[config.mk]
export PLATFORM = sky130hd
export DESIGN_NAME = tff_bank_sequencer
export DESIGN_NICKNAME = d
export VERILOG_FILES = /design/src/rtl/tff_bank_sequencer.sv
export SDC_FILE = /design/constraint.sdc
export NUM_CORES = 1
export LEC_CHECK = 0
export CAP_MARGIN = 15
export CORE_MARGIN = 2
export CORE_UTILIZATION = 41
export CTS_CLUSTER_SIZE = 25
export DETAILED_ROUTE_END_ITERATION = 8
export MAX_ROUTING_LAYER = met4
export PLACE_DENSITY = 0.77
export SETUP_SLACK_MARGIN = 0.3
export SLEW_MARGIN = 10
export SYNTH_ARGS = -nofsm -noshare
export SYNTH_HDL_FRONTEND = slang
export SYNTH_SLANG_ARGS = --single-unit
[constraint.sdc]
create_clock -name clk -period 2.3 [get_ports clk]
set_input_delay 0.46 -clock clk [delete_from_list [all_inputs] [get_ports clk]]
set_output_delay 0.46 -clock clk [all_outputs]
set_load 0.03 [all_outputs]
[src/rtl/tff_bank_sequencer.sv]
// Start/stop up/down counter built from a bank of T flip-flops. The sequencer
// computes the per-bit toggle vector each cycle, and the bank applies it.

module tff_bank #(
  parameter int unsigned WIDTH = 4
) (
  input  logic             clk,
  input  logic             rst,
  input  logic             load_en,
  input  logic [WIDTH-1:0] load_val,
  input  logic [WIDTH-1:0] t_vec,
  output logic [WIDTH-1:0] q
);

  logic [WIDTH-1:0] q_q, q_d;

  always_comb begin
    q_d = q_q ^ t_vec;
    if (load_en) q_d = load_val;
  end

  always_ff @(posedge clk) begin
    if (rst) q_q <= '0;
    else     q_q <= q_d;
  end

  assign q = q_q;

endmodule

module tff_bank_sequencer #(
  parameter int unsigned WIDTH = 4
) (
  input  logic             clk,
  input  logic             rst,
  input  logic             start,
  input  logic             stop,
  input  logic             up_dn,
  input  logic             load,
  input  logic [WIDTH-1:0] load_val,
  input  logic [WIDTH-1:0] limit,
  input  logic             reload,
  output logic [WIDTH-1:0] q,
  output logic [WIDTH-1:0] t_vec,
  output logic             busy,
  output logic             done
);

  typedef enum logic [1:0] {IDLE, RUN, HOLD, DONE} state_e;

  state_e state_q, state_d;
  logic   done_q, done_d;

  logic [WIDTH-1:0] up_tog, dn_tog;
  logic             run_active, limit_eq, hit, count_en, load_en;

  assign run_active = (state_q == RUN) && !stop && !rst;
  assign limit_eq   = (q == limit);
  // The cycle after a reload hit (done_q high) does not re-detect the limit,
  // and q parks there, so load_val==limit yields done every second cycle.
  assign hit        = run_active && limit_eq && !done_q;
  assign count_en   = run_active && !limit_eq;
  assign load_en    = !rst && ((((state_q == IDLE) || (state_q == HOLD)) && load) ||
                               (hit && reload));

  always_comb begin
    up_tog    = '0;
    dn_tog    = '0;
    up_tog[0] = 1'b1;
    dn_tog[0] = 1'b1;
    for (int unsigned i = 1; i < WIDTH; i++) begin
      up_tog[i] = up_tog[i-1] & q[i-1];
      dn_tog[i] = dn_tog[i-1] & ~q[i-1];
    end
  end

  assign t_vec = count_en ? (up_dn ? up_tog : dn_tog) : '0;

  tff_bank #(.WIDTH(WIDTH)) u_bank (
    .clk      (clk),
    .rst      (rst),
    .load_en  (load_en),
    .load_val (load_val),
    .t_vec    (t_vec),
    .q        (q)
  );

  always_comb begin
    state_d = state_q;
    done_d  = 1'b0;
    case (state_q)
      IDLE: if (start && !stop) state_d = RUN;
      RUN: begin
        if (stop) begin
          state_d = HOLD;
        end else if (hit) begin
          done_d = 1'b1;
          if (!reload) state_d = DONE;
        end
      end
      HOLD: if (start && !stop) state_d = RUN;
      DONE: state_d = IDLE;
      default: state_d = IDLE;
    endcase
  end

  always_ff @(posedge clk) begin
    if (rst) begin
      state_q <= IDLE;
      done_q  <= 1'b0;
    end else begin
      state_q <= state_d;
      done_q  <= done_d;
    end
  end

  assign busy = (state_q == RUN) || (state_q == HOLD);
  assign done = done_q;

endmodule

==> results.json, run 1 <==
{
  "fill_cells": 92,
  "routabilityCongestion": 0.793,
  "routed_wirelength_um": 1630,
  "antenna_found_initial": 0,
  "io-pin-count": 25,
  "drtIter0Drc": 10,
  "yosysTopAreaCell": "dfxtp_1",
  "die_x_um": 42.2,
  "syn-mean-instance-area_um2": 9.49,
  "ys_warn_count": 0,
  "cp_data_required_time_ns": 1.84,
  "place_inst": 105,
  "rsz0062_at_grt": "true",
  "max_slew.worst_pin.slew_ns": 0.330,
  "fin_worst_skew_ns": 0.000792,
  "root_buffer": "clkbuf_4",
  "post-route-min-period_ns": 2.03,
  "grtUsageTotal_pct": 21.3,
  "clk_latency_ns": 0.24,
  "fp-row-count": 13,
  "hold_class": "reg2reg",
  "synthesis.area_um2": 598,
  "dp_slack_ns": -0.0520,
  "slew_violations": 0,
  "maxCapViolations": 0,
  "final_area_um2": 1020,
  "cp-end-kind": "output pin",
  "slowest_stage": "or3b_4",
  "layout-drive-gt1-share_pct": 44.7,
  "crit_arrival_ns": 1.57,
  "die_area_um2": 1780,
  "ir_worst_vdd_mv": 0.592,
  "drtPass1Iterations": 4,
  "ant_nets": 0,
  "fin_setup_tns_ns": 0,
  "synth_top_area_share_pct": 23.4,
  "critPathLaunchType": "flip-flop",
  "vias": 610,
  "syn_inst": 63,
  "grt_pass1_wl_um": 2770,
  "h-tree-depth": 1,
  "max_stage_delay_ns": 0.44,
  "clk_pin_slew_ns": 0.05,
  "initial_core_util_pct": 44.8,
  "port_buffers": 24,
  "path_max_fanout": 5,
  "grt_max_degree": 9,
  "utilization_pct": 76.2,
  "relSlewSlack_pct": 77.7,
  "fin_cells": 118,
  "drc": 0,
  "netlist-cell-type-count": 30,
  "path_cells": "inv_2, ha_4, or3b_4, nor3_4, buf_6",
  "hold_viol_final": 0,
  "nets": 123,
  "layout_commonest_cell": "buf_4",
  "status": "complete, no violations",
  "setup_slack_ns": 0.272,
  "max_freq_mhz": 493,
  "avgRoutedWirePerCell_um": 13.8,
  "final_cell_mix": "buf_4 (15), clkdlybuf4s50_1 (12), a21oi_1 (5), dlygate4sd2_1 (5)",
  "gr-total-overflow": 0,
  "numCtsBuffers": 3,
  "synthTopCellsByArea": "dfxtp_1 (23%), ha_1 (8.4%), xnor2_1 (5.9%)",
  "dpl.hpwl_um": 1050,
  "placed_cell_area_um2": 868,
  "core_um2": 1330,
  "die_h_um": 42.2,
  "diodes": 0,
  "setup_viol_count_final": 0,
  "clockBufferDepth": 2,
  "finalPower_mw": 0.869,
  "areaGrowthSynthToFinish_pct": 69.9,
  "syn-num-nets": 82,
  "ys_seq_area_share_pct": 23.4,
  "tritoncts": "yes",
  "p_per_area_nw_per_um2": 855,
  "critical_path_class": "reg2out",
  "leakage_nw": 0.407,
  "whs_ns": 0.523,
  "rrSetupSlack_ns": 0.47,
  "synth_seq_cells": 7,
  "grt_pass1_vias": 648,
  "via_per_inst": 5.17,
  "fin_crit_sh_pct": 88.2,
  "clock_sinks": 7
}
sequential cells by signal, summed over array words and instances (netlist names):
register and count:
u_bank.q 4, done 1, state_q 2
kinds of logic (layout without fill, tap and decap cells):
family | Yosys count | in the layout | share of synthesized area [%]
AO/OA/AOI/OAI | 14 | 14 | 15.1
XOR/XNOR | 9 | 9 | 17.6
adder cells (fa/ha/maj) | 4 | 4 | 8.37
buffers and inverters | 7 | 47 | 6.48
flip-flops | 7 | 7 | 23.4
multiplexers | 2 | 2 | 3.35
AND/OR/NAND/NOR | 20 | 20 | 25.7
synth_stat cells (all sizes together):
cell    count
xor2        5
a31oi       1
xnor2       4
nor4        2
and2        1
nor3b       1
o21ai       5
dfxtp       7
a21oi       6
inv         4
buf         3
o22ai       1
ha          4
nor2        5
nor3        7
or4         1
or3b        1
nor2b       2
mux2i       2
a211oi      1
layer usage:
metal | up-vias | wire (um) | part of all wire (%) | global-route usage, %
met2 | 27 | 829 | 51 | 35.1
met1 | 283 | 687 | 42 | 24.5
met4 | 0 | 29 | 1.8 | 9.38
met5 | - | 0 | 0 | -
li1 | 296 | - | - | -
met3 | 4 | 84 | 5.2 | 5.17
where the power goes:
part / internal [mW] / switching (mW)
registers: 0.162 / 0.0588
clock network: 0.0660 / 0.0419
logic: 0.254 / 0.286
worst max-delay path, delay by kind of cell, from the launching register on:
family,cells,cell delay (ns)
AND/OR/NAND/NOR,2,0.66
flip-flops,1,0.32
buffers and inverters,2,0.23
adder cells (fa/ha/maj),1,0.12
layout make-up:
class / instances / area, um2 / share of cell area (%)
flip-flops and latches: 7 / 149 / 14.7
clock buffers: 4 / 26.3 / 2.59
repair buffers: 39 / 343 / 33.7
well taps: 15 / 18.8 / 1.85
inverters: 4 / 15.0 / 1.48
multi-input cells: 49 / 464 / 45.7
path summary, 6_finish.rpt:
| check | from | to | depth (start not counted) |
|---|---|---|---|
| worst max-delay path | state_q[1] | t_vec[3] | 5 |
| worst min-delay path | done | done | 1 |
| worst min register to register | done | done | 1 |
| worst max register to register | u_bank.q[3] | state_q[0] | 6 |
repair_timing:
item	4_1_cts	5_1_grt
hold buffers	0	0
gates cloned	0	0
setup buffers	8	1
gates resized for setup	28	5
setup endpoints to repair	9	4
pin swaps	8	4
Power figures use the tool's default switching activity.
==> run 2, diff against run 1 <==
Settings changed: SETUP_SLACK_MARGIN 0.3 to 0.05.
==> results.json, run 2 (synthesized netlist as in run 1, its figures left out) <==
{
  "avgRoutedWirePerCell_um": 12.7,
  "ir_worst_vdd_mv": 0.553,
  "slew_violations": 0,
  "ant_nets": 0,
  "clock_sinks": 7,
  "utilization_pct": 72.9,
  "cp_data_required_time_ns": 1.84,
  "layout_commonest_cell": "clkdlybuf4s50_1",
  "routed_wirelength_um": 1430,
  "critPathLaunchType": "primary input",
  "die_h_um": 42.2,
  "grt_pass1_wl_um": 2420,
  "fin_cells": 113,
  "ctsHoldBuffers": 0,
  "numCtsBuffers": 3,
  "clk_pin_slew_ns": 0.05,
  "die_area_um2": 1780,
  "pwr-share-clk_pct": 13.2,
  "core_um2": 1330,
  "post-route-min-period_ns": 2.21,
  "diodes": 0,
  "p_per_area_nw_per_um2": 844,
  "seq_power_share_pct": 25.3,
  "critical_path_class": "in2out",
  "clk_latency_ns": 0.24,
  "setup_viol_count_final": 0,
  "antenna_found_initial": 0,
  "nets": 118,
  "drc": 0,
  "gr-total-overflow": 0,
  "tritoncts": "yes",
  "placed_cell_area_um2": 868,
  "place_inst": 105,
  "crit_arrival_ns": 1.75,
  "grt_max_degree": 9,
  "layout-drive-gt1-share_pct": 31.6,
  "cp-end-kind": "output pin",
  "hold_class": "reg2reg",
  "drtIter0Drc": 8,
  "max_freq_mhz": 452,
  "fin_crit_sh_pct": 96.3,
  "h-tree-depth": 1,
  "p_int_mw": 0.456,
  "hold_viol_final": 0,
  "drtPass1Iterations": 4,
  "p_comb_share_pct": 61.6,
  "status": "complete, no violations",
  "max_slew.worst_pin.slew_ns": 0.421,
  "root_buffer": "clkbuf_4",
  "rsz0062_at_grt": "true",
  "grtUsageTotal_pct": 18.3,
  "vias": 552,
  "via_per_inst": 4.88,
  "io-pin-count": 25,
  "path_max_fanout": 5,
  "grt_pass1_vias": 568,
  "die_x_um": 42.2,
  "routabilityCongestion": 0.793,
  "clockBufferDepth": 2,
  "leakage_nw": 0.381,
  "fin_worst_skew_ns": 0.000880,
  "fp-row-count": 13,
  "final_area_um2": 972,
  "port_buffers": 24,
  "relSlewSlack_pct": 71.9,
  "path_cells": "clkdlybuf4s50_1, or3b_4, nor3_4, buf_6",
  "final_cell_mix": "clkdlybuf4s50_1 (17), buf_4 (10), dfxtp_1 (7)",
  "slowest_stage": "or3b_4",
  "areaGrowthSynthToFinish_pct": 62.6,
  "maxCapViolations": 0,
  "rrSetupSlack_ns": 0.40,
  "switchingPower_mw": 0.365,
  "dpl.hpwl_um": 1050,
  "p_sw_share_pct": 44.5,
  "max_stage_delay_ns": 0.47,
  "initial_core_util_pct": 44.8,
  "largest_reg_flops": 4
}
## run 2: cell count changes in the layout (fill, tap and decap cells not counted), sizes merged
cell,previous run,this run
buf,19,14
clkbuf,6,4
clkdlybuf4s15,1,0
clkdlybuf4s50,12,17
dlygate4sd2,5,2
dlymetal6s2s,0,1
## run 2: worst paths after layout
kind,cells past startpoint,from,to
worst max-delay path,4,stop,t_vec[3]
worst max register to register,8,state_q[1],u_bank.q[3]
worst min-delay path,1,done,done
worst min register to register,1,done,done
## run 2: power by group through the flow
stage	sequential [mW]	clock, mW	combinational, mW
floorplan	0.223	0	0.313
global placement	0.204	0	0.452
detailed placement	0.205	0	0.458
CTS	0.206	0.114	0.488
global route	0.215	0.116	0.555
finish	0.207	0.108	0.505
## run 2: timing repair
action,in CTS,in global routing
pin swaps,2,4
setup endpoints to repair,4,4
buffers inserted,2,2
gates resized for setup,9,4
endpoints found under the hold margin,0,0
## run 2: worst max-delay path, delay by kind of cell
kind	cells	cell delay, ns
AND/OR/NAND/NOR	2	0.71
buffers and inverters	2	0.58
## run 2: metal layers
| layer | vias to the layer above | share of wire, % | global-route usage (%) |
|---|---|---|---|
| li1 | 287 | - | - |
| met1 | 247 | 43 | 21.8 |
| met2 | 16 | 50 | 29.5 |
| met3 | 2 | 5.4 | 5.60 |
| met4 | 0 | 1.0 | 5.63 |
| met5 | - | 0 | - |
## run 2: layout make-up
class | count | area [um2]
flip-flops and latches | 7 | 140
clock buffers | 4 | 26.3
multi-input cells | 49 | 452
fillers | 98 | 362
well taps | 15 | 18.8
repair buffers | 34 | 320
inverters | 4 | 15.0
## run 2: through the flow
step	setup slack, ns	TNS [ns]	total power [mW]	hold slack, ns
2_1_floorplan	0.318	0	0.535	0.487
3_3_place_gp	-0.0462	-0.148	0.656	0.484
3_5_place_dp	-0.0520	-0.153	0.664	0.504
4_1_cts	0.0474	0	0.808	0.511
5_1_grt	0.0284	0	0.886	0.525
6_report	0.0862	0	0.820	0.504
